===== src/rtl/label_display_ctrl.sv =====
`default_nettype none
// ============================================================================
//  Module   : label_display_ctrl
//  Purpose  : Grants the single text-overlay layer to one of NUM_LABELS label
//             renderers by fixed priority (index 0 highest), shows the label
//             steady for SHOW_FRAMES frames, blinks it for BLINK_FRAMES frames
//             (BLINK_PERIOD frames per visible/hidden half), then releases.
//             The granted renderer's per-pixel bit is gated into a registered
//             overlay_on for the color mapper.
//  Ports    : Clk          - system clock
//             Reset        - synchronous active-high reset
//             DrawX/DrawY  - current pixel column/row from the VGA controller
//             show_req     - level request per label, held until acked
//             label_on     - per-pixel on bit from each label renderer
//             req_ack      - one-cycle one-hot grant pulse
//             active_label - index of the granted label
//             busy         - high while a label is showing or blinking
//             overlay_on   - pixel enable, one Clk after DrawX/DrawY
//  Revision : 1.0 - initial release
// ============================================================================
module label_display_ctrl #(
   parameter int NUM_LABELS   = 4,
   parameter int SHOW_FRAMES  = 120,
   parameter int BLINK_FRAMES = 60,
   parameter int BLINK_PERIOD = 8,
   parameter int H_ACTIVE     = 640,
   parameter int V_ACTIVE     = 480,
   localparam int LW = (NUM_LABELS > 1) ? $clog2(NUM_LABELS) : 1
) (
   input  logic                  Clk,
   input  logic                  Reset,
   input  logic [9:0]            DrawX,
   input  logic [9:0]            DrawY,
   input  logic [NUM_LABELS-1:0] show_req,
   input  logic [NUM_LABELS-1:0] label_on,
   output logic [NUM_LABELS-1:0] req_ack,
   output logic [LW-1:0]         active_label,
   output logic                  busy,
   output logic                  overlay_on
);

   localparam int FMAX = (SHOW_FRAMES > BLINK_FRAMES) ? SHOW_FRAMES : BLINK_FRAMES;
   localparam int FW   = $clog2(FMAX + 1);
   localparam int BW   = $clog2(BLINK_PERIOD + 1);

   localparam logic [9:0]    c_H_ACT  = 10'(H_ACTIVE);
   localparam logic [9:0]    c_V_ACT  = 10'(V_ACTIVE);
   localparam logic [FW-1:0] c_SHOW   = FW'(SHOW_FRAMES);
   localparam logic [FW-1:0] c_BLINKF = FW'(BLINK_FRAMES);
   localparam logic [BW-1:0] c_PERIOD = BW'(BLINK_PERIOD);

   typedef enum logic [1:0] {
      ST_IDLE  = 2'd0,
      ST_SHOW  = 2'd1,
      ST_BLINK = 2'd2
   } state_t;

   state_t                r_state;
   state_t                w_state_nxt;
   logic [FW-1:0]         r_frame_cnt;
   logic [FW-1:0]         w_frame_nxt;
   logic [BW-1:0]         r_blink_cnt;
   logic [BW-1:0]         w_blink_nxt;
   logic                  r_visible;
   logic                  w_visible_nxt;
   logic [LW-1:0]         r_active_label;
   logic [LW-1:0]         w_label_nxt;
   logic [NUM_LABELS-1:0] r_req_ack;
   logic [NUM_LABELS-1:0] w_ack_nxt;
   logic                  r_busy;
   logic                  r_overlay_on;
   logic                  r_cond_q;

   logic                  w_cond;
   logic                  w_tick;
   logic                  w_any;
   logic [LW-1:0]         w_win;
   logic                  w_grant;
   logic                  w_in_area;

   // Frame tick: rising edge of the "first pixel past the last active line"
   // condition, so a DrawX held for several Clk cycles still ticks once.
   assign w_cond    = (DrawX == 10'd0) && (DrawY == c_V_ACT);
   assign w_tick    = w_cond && !r_cond_q;
   assign w_any     = |show_req;
   assign w_in_area = (DrawX < c_H_ACT) && (DrawY < c_V_ACT);

   // Lowest set index wins; scanning downward leaves the lowest one last.
   always_comb begin
      w_win = '0;
      for (int i = NUM_LABELS - 1; i >= 0; i--) begin
         if (show_req[i]) begin
            w_win = LW'(i);
         end
      end
   end

   always_comb begin
      w_state_nxt   = r_state;
      w_frame_nxt   = r_frame_cnt;
      w_blink_nxt   = r_blink_cnt;
      w_visible_nxt = r_visible;
      w_label_nxt   = r_active_label;
      w_ack_nxt     = '0;
      // While busy only an equal or higher priority requester may restart.
      w_grant       = w_any && ((r_state == ST_IDLE) || (w_win <= r_active_label));

      if (w_grant) begin
         // A grant overrides a coincident frame tick.
         w_label_nxt   = w_win;
         w_ack_nxt     = NUM_LABELS'(1) << w_win;
         w_frame_nxt   = c_SHOW;
         w_visible_nxt = 1'b1;
         w_state_nxt   = ST_SHOW;
      end else if (w_tick) begin
         case (r_state)
            ST_SHOW: begin
               if (r_frame_cnt == FW'(1)) begin
                  w_frame_nxt   = c_BLINKF;
                  w_blink_nxt   = c_PERIOD;
                  w_visible_nxt = 1'b1;
                  w_state_nxt   = ST_BLINK;
               end else begin
                  w_frame_nxt = r_frame_cnt - FW'(1);
               end
            end
            ST_BLINK: begin
               if (r_frame_cnt == FW'(1)) begin
                  w_visible_nxt = 1'b1;
                  w_state_nxt   = ST_IDLE;
               end else begin
                  w_frame_nxt = r_frame_cnt - FW'(1);
                  if (r_blink_cnt == BW'(1)) begin
                     w_visible_nxt = ~r_visible;
                     w_blink_nxt   = c_PERIOD;
                  end else begin
                     w_blink_nxt = r_blink_cnt - BW'(1);
                  end
               end
            end
            default: begin
               w_state_nxt = ST_IDLE;
            end
         endcase
      end
   end

   always_ff @(posedge Clk) begin
      if (Reset) begin
         r_state <= ST_IDLE;
      end else begin
         r_state <= w_state_nxt;
      end
   end

   always_ff @(posedge Clk) begin
      if (Reset) begin
         r_frame_cnt    <= '0;
         r_blink_cnt    <= '0;
         r_visible      <= 1'b1;
         r_active_label <= '0;
         r_req_ack      <= '0;
         r_busy         <= 1'b0;
         r_overlay_on   <= 1'b0;
         r_cond_q       <= 1'b0;
      end else begin
         r_frame_cnt    <= w_frame_nxt;
         r_blink_cnt    <= w_blink_nxt;
         r_visible      <= w_visible_nxt;
         r_active_label <= w_label_nxt;
         r_req_ack      <= w_ack_nxt;
         r_busy         <= (w_state_nxt != ST_IDLE);
         r_cond_q       <= w_cond;
         // Uses the pre-edge grant so the pixel matches the label on screen.
         r_overlay_on   <= r_busy && r_visible && label_on[r_active_label] && w_in_area;
      end
   end

   assign req_ack      = r_req_ack;
   assign active_label = r_active_label;
   assign busy         = r_busy;
   assign overlay_on   = r_overlay_on;

endmodule
`default_nettype wire

===== config.mk =====
export PLATFORM = sky130hd
export DESIGN_NAME = label_display_ctrl
export DESIGN_NICKNAME = d
export VERILOG_FILES = /design/src/rtl/label_display_ctrl.sv
export SDC_FILE = /design/constraint.sdc
export NUM_CORES = 1
export LEC_CHECK = 0
export BUFFER_PORTS_ARGS = -buffer_cell sky130_fd_sc_hd__buf_4
export CORE_MARGIN = 5
export CORE_UTILIZATION = 35
export DETAILED_ROUTE_END_ITERATION = 6
export GPL_TIMING_DRIVEN = 0
export PLACE_DENSITY_LB_ADDON = 0.08
export SYNTH_ARGS = -nofsm -noshare
export SYNTH_HDL_FRONTEND = slang
export SYNTH_SLANG_ARGS = --single-unit

===== constraint.sdc =====
create_clock -name Clk -period 5.3 [get_ports Clk]
set_clock_uncertainty 0.15 [all_clocks]
set_input_delay 0.795 -clock Clk [delete_from_list [all_inputs] [get_ports Clk]]
set_output_delay 0.795 -clock Clk [all_outputs]
set_load 0.02 [all_outputs]

==> out/summary.txt <==
Worst Setup End Kind -> flip-flop
Netlist cell types -> 49
FP Rows -> 23
Placed instance area -> 1760 µm²
Post-synth top area share -> 32.3%
Yosys reg bits -> 23
Avg Cell Area, Syn -> 8.70 µm²
GR Util met2 -> 25.7%
TNS Setup -> 0 ns
CTS tree -> done
Worst hold path class -> reg -> reg
Dpl ws -> 1.95 ns
Clock tree buffer depth -> 2
Min cycle time layout -> 3.06 ns
Synth top area cells -> dfxtp_1 (32%), ha_1 (7.9%), a21oi_1 (3.9%)
Via-per-instance ratio -> 5.54
Synth warn -> 0
Initial antenna violation count -> 0
Die width -> 73.8 µm
Ys async rst share -> 0%
Fillers -> 396
Layout net count -> 244
Relative slew slack -> 50.8%
Post-synth EDFFs -> 0
Post-synthesis sequential area ratio -> 32.3%
Busiest layer in global routing -> met2
DP HPWL -> 3040 µm
Routed WL -> 3830 µm
Routing usage on met3 -> 4.79%
# diodes -> 0
CTS clk-pin slew, worst paths -> 0.09 ns
Actual slew at the worst max-slew pin -> 0.730 ns
Pwr Total -> 0.375 mW
Crit path buf inv count -> 2
Vias in the first global route -> 1427
Pre-antenna DRT Iters -> 5
Worst path max stage delay -> 0.62 ns
Drt drc -> 0
Multi-input gate area -> 905 µm²
I/O Pins -> 38
Die H -> 73.8 µm
Die area -> 5450 µm²
Antenna Nets Post-Route -> 0
Largest net degree at the start of global routing -> 15
DR vias -> 1406
Layout cells sized above 1 -> 26.5%
Clk_lat worst skew -> 0.27 ns
Leak Pwr -> 0.691 nW
Fin. max-slew vios -> 0
H-Tree Depth -> 1
Hold_buf cts -> 0
Placeable Area -> 3970 µm²
First-pass GRT wire length -> 6440 µm
Peak supply drop -> 108 µV
Top FF cell, synth -> dfxtp_1
Starting Density -> 35.9%
Critical path launch point type -> input pin
Status -> complete, no violations
Final Hold Fails -> 0
Register Area -> 460 µm²
PwrDens -> 207 nW/µm²
Hold Slack -> 0.356 ns
Unrepaired setup endpoints after global routing -> no
Synth area leader -> dfxtp_1
Initial detailed-routing violation count -> 61
Routability congestion estimate -> 0.806
Root buffer cell -> clkbuf_8
GRT overflow -> 0
Total CTS buffers -> 3
Port Buffers -> 36
Final WS setup -> 2.24 ns
Num Clock Sinks -> 23
Critical-path cell list -> buf_4, o21ai_0, inv_1, ha_1, nor2b_1, o21ai_0, a21boi_1, a211oi_1, a311oi_1
Post-CTS setup buffers -> 0
Final setup fails -> 0
Crit Path Class -> in -> reg
Final period util -> 57.7%
Max Cap Violations -> 0
CP delay by family, top -> compound AO/OA/AOI/OAI gates
Met1 Use GR -> 17.3%
Syn_nets -> 203
Crit path arrival time -> 3.09 ns
Final Cell Area -> 1810 µm²
Critical path fanouts, max -> 7
Most frequent CP cell -> o21ai_0
Fmax -> 327 MHz
Routed WL per cell -> 15.1 µm
Post-Syn Area -> 1430 µm²
Critical-path top delay cell -> a21boi_1
Post-CTS sizing -> 0
Area Overhead vs Synth -> 26.8%
GRT Overall Usage -> 15.0%
Mapped Cells -> 164
WP data required -> 5.33 ns
report_power, final:
group | switching, mW | internal, mW
clock | 0.0584 | 0.0532
combinational | 0.0407 | 0.0367
sequential | 0.00629 | 0.180
total | 0.105 | 0.269
state kept, by name, summed over array words and instances (netlist names):
name / count
active_label: 2
r_state: 2
busy: 1
req_ack: 4
r_cond_q: 1
overlay_on: 1
r_frame_cnt: 7
r_visible: 1
r_blink_cnt: 4
path summary, 6_finish.rpt:
kind	startpoint	end	slack, ns	cells after the start
max	show_req[2]	r_frame_cnt[3]$_SDFFE_PP0P_	2.24	9
min	r_blink_cnt[3]$_SDFFE_PP0P_	r_blink_cnt[3]$_SDFFE_PP0P_	0.36	1
max reg2reg	active_label[1]$_SDFFE_PP0P_	r_frame_cnt[3]$_SDFFE_PP0P_	2.85	7
min reg2reg	r_blink_cnt[3]$_SDFFE_PP0P_	r_blink_cnt[3]$_SDFFE_PP0P_	0.36	1
layout by cell type (no fill, tap or decap), types with 3 or more instances in the layout:
cell      instances
ha_1              9
a31oi_1           3
nand2_1           9
nand4_1           5
buf_4            36
o21ai_0           9
or3_1             4
a21oi_1          11
clkbuf_8          3
nor2_1           11
inv_1            12
a21o_1            3
dfxtp_1          23
nor2b_1           4
and3_1            3
nand2b_1          3
o31ai_1           5
a211oi_1          3
a311oi_1          3
nor4_1            5
clkbuf_1          3
nor3_1            3
area by class of cell:
| type | count | share of cell area, % |
|---|---|---|
| clock buffer | 3 | 2.28 |
| timing repair buffer | 36 | 14.9 |
| buffer | 4 | 0.900 |
| sequential | 23 | 25.5 |
| multi-input combinational | 125 | 50.0 |
| clock inverter | 1 | 0.415 |
| tap | 50 | 3.46 |
| inverter | 12 | 2.49 |
cell families after synthesis:
logic type | share of synthesized area [%]
AND/OR/NAND/NOR | 29.6
AO/OA/AOI/OAI | 24.3
buffers and inverters | 4.30
adder cells (fa/ha/maj) | 7.89
multiplexers | 1.58
flip-flops | 32.3
synthesized netlist by cell type, types with 2 or more instances:
library cell,number
dfxtp_1,23
nand2_1,9
or4_1,2
ha_1,9
nor4_1,5
a311oi_1,3
a21oi_1,11
nor4bb_1,2
a31oi_1,3
nor3_1,3
inv_1,12
nand4_1,5
nor2_1,11
a21o_1,3
nor4_4,2
o31ai_1,5
clkbuf_1,3
or3_1,4
nand2b_1,3
a211oi_1,3
and3_1,3
o21ai_0,9
nand3_1,2
nor2b_1,4
metal layers:
| metal | routed length [µm] | part of all wire, % |
|---|---|---|
| met3 | 359 | 9.4 |
| met5 | 0 | 0 |
| met1 | 1630 | 43 |
| met4 | 37 | 0.97 |
| met2 | 1800 | 47 |
worst register-to-register path, stage by stage (launching register included):
cell      delay (ns)
dfxtp_1         0.39
inv_1           0.07
ha_1            0.30
nor2b_1         0.13
o21ai_0         0.36
a21boi_1        0.62
a211oi_1        0.09
a311oi_1        0.27
through the flow:
step	utilization [%]	cells
after global placement	44.3	250
final	45.5	254
after detailed placement	44.3	250
after floorplan	-	164
after CTS	45.5	254
after global routing	45.5	254
(Power assumes the default switching activity.)
